`config.mk`:
```
export PLATFORM = sky130hd
export DESIGN_NAME = keypad_scan_controller
export DESIGN_NICKNAME = d
export VERILOG_FILES = /design/src/rtl/keypad_scan_controller.sv
export SDC_FILE = /design/constraint.sdc
export NUM_CORES = 1
export LEC_CHECK = 0
export CAP_MARGIN = 20
export CELL_PAD_IN_SITES_DETAIL_PLACEMENT = 0
export CELL_PAD_IN_SITES_GLOBAL_PLACEMENT = 1
export CORE_MARGIN = 5
export CORE_UTILIZATION = 43
export DETAILED_ROUTE_END_ITERATION = 10
export PLACE_DENSITY_LB_ADDON = 0.1
export SLEW_MARGIN = 20
export SYNTH_ARGS = -nofsm -noshare
export SYNTH_HDL_FRONTEND = slang
export SYNTH_SLANG_ARGS = --single-unit
```
`constraint.sdc`:
```
create_clock -name clk -period 4.41 [get_ports clk]
set_clock_uncertainty 0.2 [all_clocks]
set_input_delay 0.882 -clock clk [delete_from_list [all_inputs] [get_ports clk]]
set_output_delay 0.882 -clock clk [all_outputs]
set_load 0.02 [all_outputs]
```
`src/rtl/keypad_scan_controller.sv`:
```
// 4x3 matrix keypad scanner: row strobing, per-frame classification, press/release
// debounce FSM and a small key-event FIFO drained through a valid/ready handshake.
module keypad_scan_controller #(
    parameter int SCAN_DIV       = 100000,
    parameter int DEBOUNCE_SCANS = 4,
    parameter int FIFO_DEPTH     = 4
) (
    input  logic       clk,
    input  logic       rst_n,
    input  logic       scan_en,
    input  logic [2:0] key_col,
    output logic [3:0] key_row,
    output logic       key_valid,
    output logic [3:0] key_code,
    input  logic       key_ready,
    output logic       key_held,
    output logic [3:0] held_code,
    output logic       ovf,
    input  logic       ovf_clr
);
    localparam int PW  = (SCAN_DIV > 1) ? $clog2(SCAN_DIV) : 1;
    localparam int CW  = $clog2(DEBOUNCE_SCANS + 1);
    localparam int AW  = (FIFO_DEPTH > 1) ? $clog2(FIFO_DEPTH) : 1;
    localparam int AW1 = AW + 1;
    localparam logic [PW-1:0]  DIV_LAST   = PW'(SCAN_DIV - 1);
    localparam logic [CW-1:0]  DEB_TARGET = CW'(DEBOUNCE_SCANS);
    localparam logic [AW1-1:0] FIFO_FULL  = AW1'(FIFO_DEPTH);
    localparam logic [3:0]     NO_KEY     = 4'hF;

    typedef enum logic [1:0] {S_IDLE, S_CAND, S_PRESSED, S_RELEASE} state_t;
    typedef enum logic [1:0] {F_NONE, F_SINGLE, F_MULTI} frame_t;

    logic [PW-1:0]  r_presc;
    logic [3:0]     r_row;
    state_t         r_state;
    logic [3:0]     r_cand;
    logic [CW-1:0]  r_cnt;
    logic [1:0]     r_accHits;
    logic           r_accMulti;
    logic [3:0]     r_accCode;
    logic [3:0]     r_mem [FIFO_DEPTH];
    logic [AW-1:0]  r_wrPtr;
    logic [AW-1:0]  r_rdPtr;
    logic [AW1-1:0] r_count;
    logic           r_ovf;

    logic           w_tick;
    logic           w_frameEnd;
    logic [1:0]     w_rowIdx;
    logic [1:0]     w_colIdx;
    logic [1:0]     w_nBits;
    logic [3:0]     w_sampleCode;
    logic [1:0]     w_accHitsNext;
    logic           w_accMultiNext;
    logic [3:0]     w_accCodeNext;
    frame_t         w_frame;
    state_t         w_stateNext;
    logic [3:0]     w_candNext;
    logic [CW-1:0]  w_cntNext;
    logic [CW-1:0]  w_cntInc;
    logic           w_push;
    logic           w_pop;
    logic           w_full;
    logic           w_pushOk;
    logic           w_overflow;

    assign w_tick     = scan_en && (r_presc == DIV_LAST);
    assign w_frameEnd = w_tick && r_row[0];
    assign w_rowIdx   = r_row[3] ? 2'd0 : r_row[2] ? 2'd1 : r_row[1] ? 2'd2 : 2'd3;
    assign w_colIdx   = key_col[2] ? 2'd0 : key_col[1] ? 2'd1 : 2'd2;
    assign w_nBits    = {1'b0, key_col[0]} + {1'b0, key_col[1]} + {1'b0, key_col[2]};

    always_ff @(posedge clk or negedge rst_n) begin
        if (!rst_n) begin
            r_presc <= '0;
            r_row   <= 4'b1000;
        end else if (scan_en) begin
            r_presc <= (r_presc == DIV_LAST) ? '0 : r_presc + PW'(1);
            if (w_tick)
                r_row <= {r_row[0], r_row[3:1]};
        end
    end

    // Row 4 carries the non-numeric keys, so it does not follow the 3*row+col+1 pattern.
    always_comb begin
        w_sampleCode = NO_KEY;
        if (w_rowIdx == 2'd3) begin
            case (w_colIdx)
                2'd0:    w_sampleCode = 4'd12;
                2'd1:    w_sampleCode = 4'd0;
                default: w_sampleCode = 4'd11;
            endcase
        end else begin
            w_sampleCode = ({2'b00, w_rowIdx} * 4'd3) + {2'b00, w_colIdx} + 4'd1;
        end
    end

    always_comb begin
        w_accHitsNext  = r_accHits;
        w_accMultiNext = r_accMulti;
        w_accCodeNext  = r_accCode;
        if (w_nBits > 2'd1) begin
            w_accMultiNext = 1'b1;
        end else if (w_nBits == 2'd1) begin
            if (r_accHits != 2'd2)
                w_accHitsNext = r_accHits + 2'd1;
            w_accCodeNext = w_sampleCode;
        end
        if (w_accMultiNext || (w_accHitsNext >= 2'd2))
            w_frame = F_MULTI;
        else if (w_accHitsNext == 2'd1)
            w_frame = F_SINGLE;
        else
            w_frame = F_NONE;
    end

    always_ff @(posedge clk or negedge rst_n) begin
        if (!rst_n) begin
            r_accHits  <= 2'd0;
            r_accMulti <= 1'b0;
            r_accCode  <= NO_KEY;
        end else if (w_tick) begin
            r_accHits  <= r_row[0] ? 2'd0   : w_accHitsNext;
            r_accMulti <= r_row[0] ? 1'b0   : w_accMultiNext;
            r_accCode  <= r_row[0] ? NO_KEY : w_accCodeNext;
        end
    end

    always_ff @(posedge clk or negedge rst_n) begin
        if (!rst_n) begin
            r_state <= S_IDLE;
            r_cand  <= NO_KEY;
            r_cnt   <= '0;
        end else begin
            r_state <= w_stateNext;
            r_cand  <= w_candNext;
            r_cnt   <= w_cntNext;
        end
    end

    // The candidate register doubles as the held code while PRESSED/RELEASE.
    always_comb begin
        w_stateNext = r_state;
        w_candNext  = r_cand;
        w_cntNext   = r_cnt;
        w_push      = 1'b0;
        w_cntInc    = r_cnt + CW'(1);
        if (w_frameEnd) begin
            case (r_state)
                S_IDLE: begin
                    if (w_frame == F_SINGLE) begin
                        w_stateNext = S_CAND;
                        w_candNext  = w_accCodeNext;
                        w_cntNext   = CW'(1);
                    end
                end
                S_CAND: begin
                    if ((w_frame == F_SINGLE) && (w_accCodeNext == r_cand)) begin
                        w_cntNext = w_cntInc;
                        if (w_cntInc == DEB_TARGET) begin
                            w_stateNext = S_PRESSED;
                            w_push      = 1'b1;
                        end
                    end else if (w_frame == F_SINGLE) begin
                        w_candNext = w_accCodeNext;
                        w_cntNext  = CW'(1);
                    end else begin
                        w_stateNext = S_IDLE;
                    end
                end
                S_PRESSED: begin
                    if (w_frame == F_NONE) begin
                        w_stateNext = S_RELEASE;
                        w_cntNext   = CW'(1);
                    end
                end
                default: begin
                    if (w_frame == F_NONE) begin
                        w_cntNext = w_cntInc;
                        if (w_cntInc == DEB_TARGET)
                            w_stateNext = S_IDLE;
                    end else begin
                        w_stateNext = S_PRESSED;
                    end
                end
            endcase
        end
    end

    assign w_pop      = key_valid && key_ready;
    assign w_full     = (r_count == FIFO_FULL);
    assign w_pushOk   = w_push && (!w_full || w_pop);
    assign w_overflow = w_push && w_full && !w_pop;

    always_ff @(posedge clk) begin
        if (w_pushOk)
            r_mem[r_wrPtr] <= r_cand;
    end

    always_ff @(posedge clk or negedge rst_n) begin
        if (!rst_n) begin
            r_wrPtr <= '0;
            r_rdPtr <= '0;
            r_count <= '0;
            r_ovf   <= 1'b0;
        end else begin
            if (w_pushOk)
                r_wrPtr <= r_wrPtr + AW'(1);
            if (w_pop)
                r_rdPtr <= r_rdPtr + AW'(1);
            if (w_pushOk && !w_pop)
                r_count <= r_count + AW1'(1);
            else if (!w_pushOk && w_pop)
                r_count <= r_count - AW1'(1);
            if (w_overflow)
                r_ovf <= 1'b1;
            else if (ovf_clr)
                r_ovf <= 1'b0;
        end
    end

    assign key_row   = r_row;
    assign key_valid = (r_count != '0);
    assign key_code  = key_valid ? r_mem[r_rdPtr] : NO_KEY;
    assign key_held  = (r_state == S_PRESSED) || (r_state == S_RELEASE);
    assign held_code = key_held ? r_cand : NO_KEY;
    assign ovf       = r_ovf;

endmodule
```
After elaboration in Yosys (flattened, before gate mapping)
Memory sizes are Yosys's and may differ from the RTL's.
Index checks and enable logic that the tools add are counted.
{"block": "totals", "regBits": 45, "ram_bits": 16, "wordCells": 120, "inputBits": 8, "output_inout_bits": 15, "n_memories": 1}
{"name": "r_mem", "depth": 4, "width": 4, "read_ports": 1, "rd_ports_with_merged_regs": 0, "wr": 1, "line_no": "41", "source": "logic [3:0] r_mem [FIFO_DEPTH];"}
{"block": "op_classes", "order_cmp": 2, "n_reduce_logical": 27, "mul": 1, "eq_ne": 19, "addsub": 11, "muxes": 47}
{"operator": "$mux 2", "n": 16}
{"operator": "$mux 4", "n": 8}
{"operator": "$mux 3", "n": 6}
{"operator": "$add 17x1->17 const B", "n": 1}
{"operator": "$eq 17x17->1 const B", "n": 1}
{"operator": "$mux 17", "n": 1}
{"operator": "$pmux 4 s2", "n": 2}
{"operator": "$mux 1", "n": 12}
{"operator": "$eq 2x1->1 const B", "n": 5}
{"operator": "$logic_and 1x1->1", "n": 9}
{"operator": "$pmux 3 s3", "n": 1}
{"operator": "$ne 2x2->1 const B", "n": 4}
{"operator": "$add 2x1->2 const B", "n": 3}
{"operator": "$add 3x1->3 const B", "n": 2}
{"operator": "$eq 2x2->1 const B", "n": 3}
{"operator": "$eq 3x3->1 const B", "n": 2}
{"operator": "$logic_not 2->1", "n": 3}
{"operator": "$ne 3x3->1 const B", "n": 2}
{"operator": "$pmux 2 s3", "n": 1}
{"operator": "$reduce_and 3->1", "n": 2}
{"operator": "$reduce_and 6->1", "n": 1}
{"operator": "$reduce_bool 2->1", "n": 3}
{"operator": "$reduce_bool 3->1", "n": 2}
{"operator": "$ne 5x2->1 const B", "n": 1}
{"operator": "12 further kinds", "n": 16}

Longest topological paths before layout
Gate-level depths: netlist (run 1).
{"block": "logic_depth", "ltp_word": 19, "depth_mapped": 18, "ltp_nobuf": 17}

Worst setup path after synthesis (run 1)
No wires, ideal clock.
{"block": "synth_path", "kind": "input -> register", "start": "input port key_col[1]", "end": "register r_count[2]", "setup_slack_ns": 0.040, "t_required_ns": 4.131, "n_path_buf": 0, "arrival_time_ns": 4.091, "stages": 17, "cell_sequence": "or2_2 inv_1 ha_1 inv_1 fa_1 xnor3_1 a211oi_1 o221ai_1 nand2_1 nand4_2 nor3_4 ha_1 inv_1 fa_1 xor2_1 nor2_1 xor2_1"}
{"block": "synth_between", "elab_chain_len": 17}
{"element": "start: declaration", "line_no": "11", "source": "input logic [2:0] key_col,"}
{"element": "parallel branches: the longest is 9 deep, another holds $add 4x2->4"}
{"element": "$logic_and 1x1->1 *", "line_no": "158", "source": "if ((w_frame == F_SINGLE) && (w_accCodeNext == r_cand)) begin"}
{"element": "$mux 1 *", "line_no": "158"}
{"element": "$mux 1 *", "line_no": "149", "source": "case (r_state)"}
{"element": "$mux 1 *", "line_no": "148", "source": "if (w_frameEnd) begin"}
{"element": "$logic_and 1x1->1 *", "line_no": "192", "source": "assign w_pushOk = w_push && (!w_full || w_pop);"}
{"element": "named net w_pushOk", "line_no": "64", "source": "logic w_pushOk;"}
{"element": "$logic_not 1->1", "line_no": "213", "source": "else if (!w_pushOk && w_pop)"}
{"element": "$logic_and 1x1->1", "line_no": "213"}
{"element": "$reduce_bool 2->1 (no source line)"}
{"element": "end signal: assignment", "line_no": "212", "source": "r_count <= r_count + AW1'(1);"}
{"element": "end signal: assignment", "line_no": "214", "source": "r_count <= r_count - AW1'(1);"}
{"element": "end: declaration", "line_no": "44", "source": "logic [AW1-1:0] r_count;"}
Mark *: on every way through the listed nets, which the timed path passes.
A chain may end at the register's enable or synchronous reset.

Worst setup path in the final report (run 1)
{"block": "layout_path", "start": "input port key_col[0]", "end": "register r_count[2]"}
{"block": "layout_between", "elab_chain_len": 17}
{"element": "$add 1x1->2 *", "line_no": "71", "source": "assign w_nBits = {1'b0, key_col[0]} + {1'b0, key_col[1]} + {1'b0, key_col[2]};"}
{"element": "$add 2x1->2 *", "line_no": "71"}
{"element": "$eq 2x1->1", "line_no": "104", "source": "end else if (w_nBits == 2'd1) begin"}
{"element": "$mux 2", "line_no": "104"}
{"element": "$mux 2", "line_no": "102", "source": "if (w_nBits > 2'd1) begin"}
{"element": "$ge 2x2->1 or $eq 2x1->1 (tied branches)", "line_no": "109, 111"}
{"element": "$logic_or 1x1->1 or $mux 1 (tied branches)", "line_no": "109, 111"}
{"element": "$mux 2", "line_no": "109", "source": "if (w_accMultiNext || (w_accHitsNext >= 2'd2))"}
{"element": "[... 2 more ...]"}
{"element": "$mux 1 *", "line_no": "158"}
{"element": "$mux 1 *", "line_no": "149"}
{"element": "$mux 1 *", "line_no": "148"}
{"element": "$logic_and 1x1->1 *", "line_no": "192"}
{"element": "named net w_pushOk", "line_no": "64"}
{"element": "$logic_not 1->1", "line_no": "213"}
{"element": "$logic_and 1x1->1", "line_no": "213"}
{"element": "$reduce_bool 2->1 (no source line)"}
Mark *: on every way through the listed nets, which the timed path passes. The rest lies on a longest branch.

==> flow_summary.toml, run 1 <==
[run_status]
run_status = "finished, final reports clean"

[synth]
synth.area.mux_share = 0.0619
ys_seq_area_frac = 0.447
ys_warn_count = 0
syn_area_per_cell_um2 = 10.5
syn_area_um2 = 3620
synth-simple-area-share = 0.221
synth.largest_area_cell = "dfrtp_1"
synth_top_family_by_area = "simple AND/OR/NAND/NOR gates"
synth-async-reset-ratio = 0.738
synthAdderAreaFrac = 0.0719
synthFlopType = "dfrtp_1"
synthDominantCellAreaShare = 0.249
synth_fp_nets = 371
synthTopCellsByArea = "dfrtp_1, edfxtp_1, dfstp_2"
synth_seq_cells = 61
synth_cell_types = 74
synth_edf_count = 16
synthCells = 344
synth_compound_area_frac = 0.101
synth-xor-area-share = 0.0595

[global_routing]
grt_max_degree = 46
first_global_vias = 2628
grt_antenna_before_repair = 0
gr-total-overflow = 0
grt_pass1_wl_mm = 13.1
grt_use_total = 0.162

[pwr]
p_total_w = 0.00140
peakVddDrop_uv = 151
p_leak_nw = 1.97
power_density_nw_per_um2 = 317

[layout]
area_growth_pct = 22.0
final_util = 0.537
nets = 423
layout_common_cells = "dfrtp_1, nor2_1, buf_4, nand2_1, inv_1"
n_antenna_cell = 0
seqCellArea_um2 = 1620
multiInputGateArea_um2 = 1900
drive_gt1_frac = 0.259
fillCellCount = 760
final_common_cell = "dfrtp_1"

[placement]
routabilityCongestion = 0.818
hpwl_mm = 5.63
port_buffers = 22

[cts]
htree_levels = 3
numCtsBuffers = 9
postCtsHoldBufs = 0
clk_pin_slew_ns = 0.07
ctsLongestPathBuffers = 2
cts_tree = "yes"
cts_sinks = 61
root_buffer = "clkbuf_8"
worstSkewPairLatency_ns = 0.34

[critical_path]
critPathRequiredTime_ns = 4.47
critPathTopFamily = "simple AND/OR/NAND/NOR gates"
cpPeakStageDelay_ns = 0.52
critPathBufInv = 4
cp_slowest_cell = "fa_1"
path_max_fanout = 13
critPathLaunchType = "input pin"
critPathArrivalTime_ns = 4.24
end_kind = "flip-flop"
critical_path_class = "input pin to flip-flop"
cp_cell_sequence = "clkdlybuf4s50_1 > inv_1 > fa_1 > nand2b_1 > buf_6 > or4_1 > nand3_1 > nor4_4 > nand4_2 > nor3_4 > ha_2 > inv_1 > fa_1 > xor2_1 > nor2_1 > xor2_1"

[die]
rows = 33
start_util = 0.440
dieArea_um2 = 10300
io_pins = 23
die_w_um = 102
chipHeight_um = 102
core_area_um2 = 8220

[route]
maxUsedRoutingLayer = "met4"
met1Wirelength_mm = 3.72
drt-vias-per-instance = 5.23
dr.pass1.iters = 4
route.met3.wl_um = 220
wl_per_cell_um = 15.2
wl_met2_mm = 3.65
drc = 0
initialDrtViolationCount = 51
wl_mm = 7.68
route.vias.total = 2645
antenna_left = 0

[sta]
setup_violations = 0
fmaxAchievable_mhz = 239
period_share = 0.948
finalHoldViolCount = 0
tightest_slew_ns = 0.728
drv_slew = 0
max-slew-margin-rel = 0.508
fin_crit_ns = 4.18

[flow_run]
drv_cap = 0

[min_path]
hp-class = "flip-flop to flip-flop"
==> per-layer routing <==
| layer | vias up | GRT usage |
|---|---|---|
| li1 | 1318 | - |
| met5 | - | 0 |
| met4 | 0 | 0.0532 |
| met3 | 9 | 0.0317 |
| met2 | 35 | 0.255 |
| met1 | 1283 | 0.226 |
==> worst paths after layout <==
check | start | end | slack [ns] | depth (start not counted)
min | r_cnt[1] | r_cnt[1] | 0.27 | 2
min reg2reg | r_cnt[1] | r_cnt[1] | 0.27 | 2
max reg2reg | key_row[3] | r_count[2] | 0.56 | 16
max in group asynchronous | rst_n | r_accCode[3] | 3.28 | 1
min in group asynchronous | rst_n | r_presc[2] | 0.33 | 1
max | key_col[0] | r_count[2] | 0.23 | 16
==> cell usage after synthesis, types with 9 or more instances <==
library cell  number
dfrtp_1           36
xor2_1            11
a21oi_1           10
o21ai_0           17
nand3_1           15
nand2_1           27
nor2_1            33
inv_1             22
dfstp_2            9
ha_1              16
xnor2_1           11
edfxtp_1          16
==> cells by family (layout without fill, tap and decap cells) <==
| family | count (synthesis) | after routing |
|---|---|---|
| and+or+nand+nor | 139 | 139 |
| DFF | 61 | 61 |
| AOI/OAI and AO/OA | 53 | 53 |
| buffers and inverters | 33 | 90 |
| xor gates and xnor gates | 23 | 23 |
| adders and majority gates | 19 | 19 |
| muxes | 16 | 16 |
==> report_power, final <==
part           total (W)  leakage, nW  internal [W]  switching, W
combinational   0.000151         1.10     0.0000770     0.0000743
clock           0.000610        0.116      0.000378      0.000232
sequential      0.000638        0.756      0.000601     0.0000369
==> timing repair <==
item	in CTS	in global routing
setup buffers	0	2
endpoints found under the setup margin	2	2
gates resized for setup	3	6
hold endpoints to repair	0	0
pin swaps	2	12
==> state kept, by name, summed over array words and instances, names as in the netlist, 3 cells and up <==
| signal | count |
|---|---|
| r_presc | 17 |
| r_mem | 16 |
| r_cnt | 3 |
| r_cand | 4 |
| r_count | 3 |
| r_accCode | 4 |
| key_row | 4 |
==> area by class of cell <==
type	instances	share of cell area
timing repair buffer	51	0.0989
clock buffer	9	0.0281
tap	105	0.0298
sequential	61	0.366
clock inverter	7	0.0278
multi-input combinational	250	0.429
inverter	23	0.0196
==> per-stage QoR <==
step                      cells  hold WS, ns  area, um^2  setup TNS [ns]  setup slack [ns]
after floorplan             344        0.242        3620               0            0.0396
after global placement      488        0.262        4120          -0.722            -0.393
after detailed placement    488        0.265        4120           -2.20            -0.508
after CTS                   504        0.282        4360               0             0.123
after global routing        506        0.316        4410        -0.00517          -0.00517
final                       506        0.275        4410               0             0.229
==> tightest hold or removal path: cells and delay by family (launching register included) <==
family | cells | cell delay (ns)
and+or+nand+nor | 2 | 0.10
DFF | 1 | 0.35
(Power assumes the default switching activity.)
==> run 2: changes to the inputs <==
--- a/config.mk
+++ b/config.mk
@@ -9,7 +9,7 @@
 export CELL_PAD_IN_SITES_DETAIL_PLACEMENT = 0
 export CELL_PAD_IN_SITES_GLOBAL_PLACEMENT = 1
 export CORE_MARGIN = 5
-export CORE_UTILIZATION = 43
+export CORE_UTILIZATION = 45
 export DETAILED_ROUTE_END_ITERATION = 10
 export PLACE_DENSITY_LB_ADDON = 0.1
 export SLEW_MARGIN = 20
==> constraint.sdc (replaced) <==
create_clock -name clk -period 3.9 [get_ports clk]
set_clock_uncertainty 0.2 [all_clocks]
set_input_delay 0.78 -clock clk [delete_from_list [all_inputs] [get_ports clk]]
set_output_delay 0.78 -clock clk [all_outputs]
set_load 0.02 [all_outputs]
==> flow_summary.toml, run 2 (synthesis results as in run 1) <==
[route]
dr.pass1.iters = 4
drt-vias-per-instance = 5.25
initialDrtViolationCount = 83
wl_per_cell_um = 15.4
drc = 0
route.vias.total = 2711
antenna_left = 0
wl_mm = 7.93

[sta]
drv_slew = 0
fin_tns_setup_ns = 0
tightest_slew_ns = 0.606
period_share = 0.954
fin_crit_ns = 3.72
fmaxAchievable_mhz = 269
max-slew-margin-rel = 0.593
setup_violations = 0
finalHoldViolCount = 0

[pwr]
p_leak_nw = 2.05
p_total_w = 0.00155
p_int_w = 0.00115
peakVddDrop_uv = 204
switchingPower_w = 0.000407
pwr-share-clk = 0.408
p_seq_frac = 0.464
pwr-share-comb = 0.128
power_density_nw_per_um2 = 335
p_sw_frac = 0.262

[global_routing]
grt_busiest_layer = "met2"
grt_max_degree = 46
met2_usage = 0.292
grt_use_total = 0.174
gr-usage-met1 = 0.221
gr-total-overflow = 0
grt_pass1_wl_mm = 13.6
grt_antenna_before_repair = 0
grtUsageMet3 = 0.0288
first_global_vias = 2793

[die]
die_w_um = 99.7
io_pins = 23
chipHeight_um = 99.7
core_area_um2 = 7770
rows = 32
start_util = 0.466
dieArea_um2 = 9930

[critical_path]
critPathTopFamily = "adder cells"
path_max_fanout = 4
critical_path_class = "input pin to flip-flop"
critPathRequiredTime_ns = 3.97
cpPeakStageDelay_ns = 0.45
reg2reg_to = "r_count[2]"
critPathArrivalTime_ns = 3.79
cp_cell_sequence = "dlygate4sd2_1 > inv_2 > fa_2 > nand2b_4 > buf_4 > buf_4 > o21ai_0 > a211oi_2 > nor4_4 > nand4_2 > nor3_4 > ha_2 > inv_2 > fa_2 > xor2_1 > nor2_1 > xor2_1"
cp_slowest_cell = "fa_2"
r2r_slack_ns = 0.23
critPathBufInv = 5
critPathLaunchType = "input pin"
r2r_start = "key_row[1]"
reg2reg_depth = 16
end_kind = "flip-flop"

[layout]
final_cell_count_no_fill = 516
regMostFlops = "r_presc"
reg.largest.list = "r_presc: 17 flops, r_mem: 16 flops"
nets = 436
drive_gt1_frac = 0.341
n_antenna_cell = 0
layout_common_cells = "buf_4, dfrtp_1, nor2_1, nand2_1, clkdlybuf4s50_1"
largest_reg_flops = 17
final_common_cell = "buf_4"
area_growth_pct = 28.2

[cts]
cts_tree = "yes"
root_buffer = "clkbuf_8"
numCtsBuffers = 9
postCtsHoldBufs = 0
worstSkewPairLatency_ns = 0.34
cts_sinks = 61
ctsLongestPathBuffers = 2
htree_levels = 3
clk_pin_slew_ns = 0.07

[flow_run]
drv_cap = 0

[placement]
routabilityCongestion = 0.780
dp_cells = 492
hpwl_mm = 5.84
port_buffers = 22

[min_path]
hp-class = "input pin to async pin"

[run_status]
run_status = "finished, final reports clean"
==> run 2: worst max-delay path by stage <==
| stage | startpoint | to | slack (ns) | depth (start not counted) |
|---|---|---|---|---|
| floorplan | key_col[2] | r_count[2] | -0.04 | 15 |
| global placement | key_col[2] | r_count[2] | -0.56 | 19 |
| detailed placement | key_col[2] | r_count[2] | -0.66 | 19 |
| CTS | key_row[3] | r_count[2] | 0.02 | 16 |
| global route | key_col[1] | r_count[2] | -0.002 | 18 |
| finish | key_col[0] | r_count[2] | 0.18 | 17 |
==> run 2: layer usage <==
metal / vias up / share of wire
met5: - / 0
met4: 0 / 0.020
met3: 13 / 0.025
met2: 25 / 0.51
met1: 1318 / 0.45
li1: 1355 / -
==> run 2: worst register-to-register path: stages (launching register included) <==
cell and delay [ns]:
dfrtp_1 0.41, buf_6 0.14, and2b_2 0.21, or3_4 0.33, fa_2 0.37, xnor3_1 0.20
a211oi_2 0.22, o221ai_2 0.12, nand2_1 0.09, nand4_2 0.10, nor3_4 0.15, ha_2 0.21
inv_2 0.04, fa_2 0.35, xor2_1 0.15, nor2_1 0.13, xor2_1 0.15
==> run 2: final cells by class <==
| class | count | area (um^2) |
|---|---|---|
| Timing Repair Buffer | 64 | 543 |
| Inverter | 23 | 101 |
| Fill cell | 669 | 3130 |
| Clock inverter | 7 | 98.8 |
| Sequential cell | 61 | 1620 |
| Clock buffer | 9 | 124 |
| Multi-Input combinational cell | 250 | 2020 |
| Tap cell | 102 | 128 |
==> run 2: through the flow <==
stage / util / instance area [um^2] / hold WS, ns / setup slack, ns
3_5_place_dp: 0.548 / 4260 / 0.273 / -0.662
3_3_place_gp: 0.548 / 4260 / 0.257 / -0.561
2_1_floorplan: - / 3710 / 0.242 / -0.0430
5_1_grt: 0.597 / 4640 / 0.271 / -0.00158
6_report: 0.597 / 4640 / 0.228 / 0.180
4_1_cts: 0.588 / 4570 / 0.290 / 0.0238
==> run 2: what timing repair did <==
item,in CTS,in global routing
resized for setup,24,9
setup buffers,4,4
endpoints found under the setup margin,2,2
pin swaps,17,15
endpoints found under the hold margin,0,0
cloned,0,0
==> run 2: power by group through the flow <==
| stage | Clock, W | Combinational (W) | Sequential (W) |
|---|---|---|---|
| after floorplan | 0 | 0.000116 | 0.000721 |
| after global placement | 0 | 0.000181 | 0.000731 |
| after detailed placement | 0 | 0.000184 | 0.000731 |
| after CTS | 0.000650 | 0.000194 | 0.000719 |
| after global routing | 0.000677 | 0.000222 | 0.000724 |
| final | 0.000634 | 0.000199 | 0.000720 |
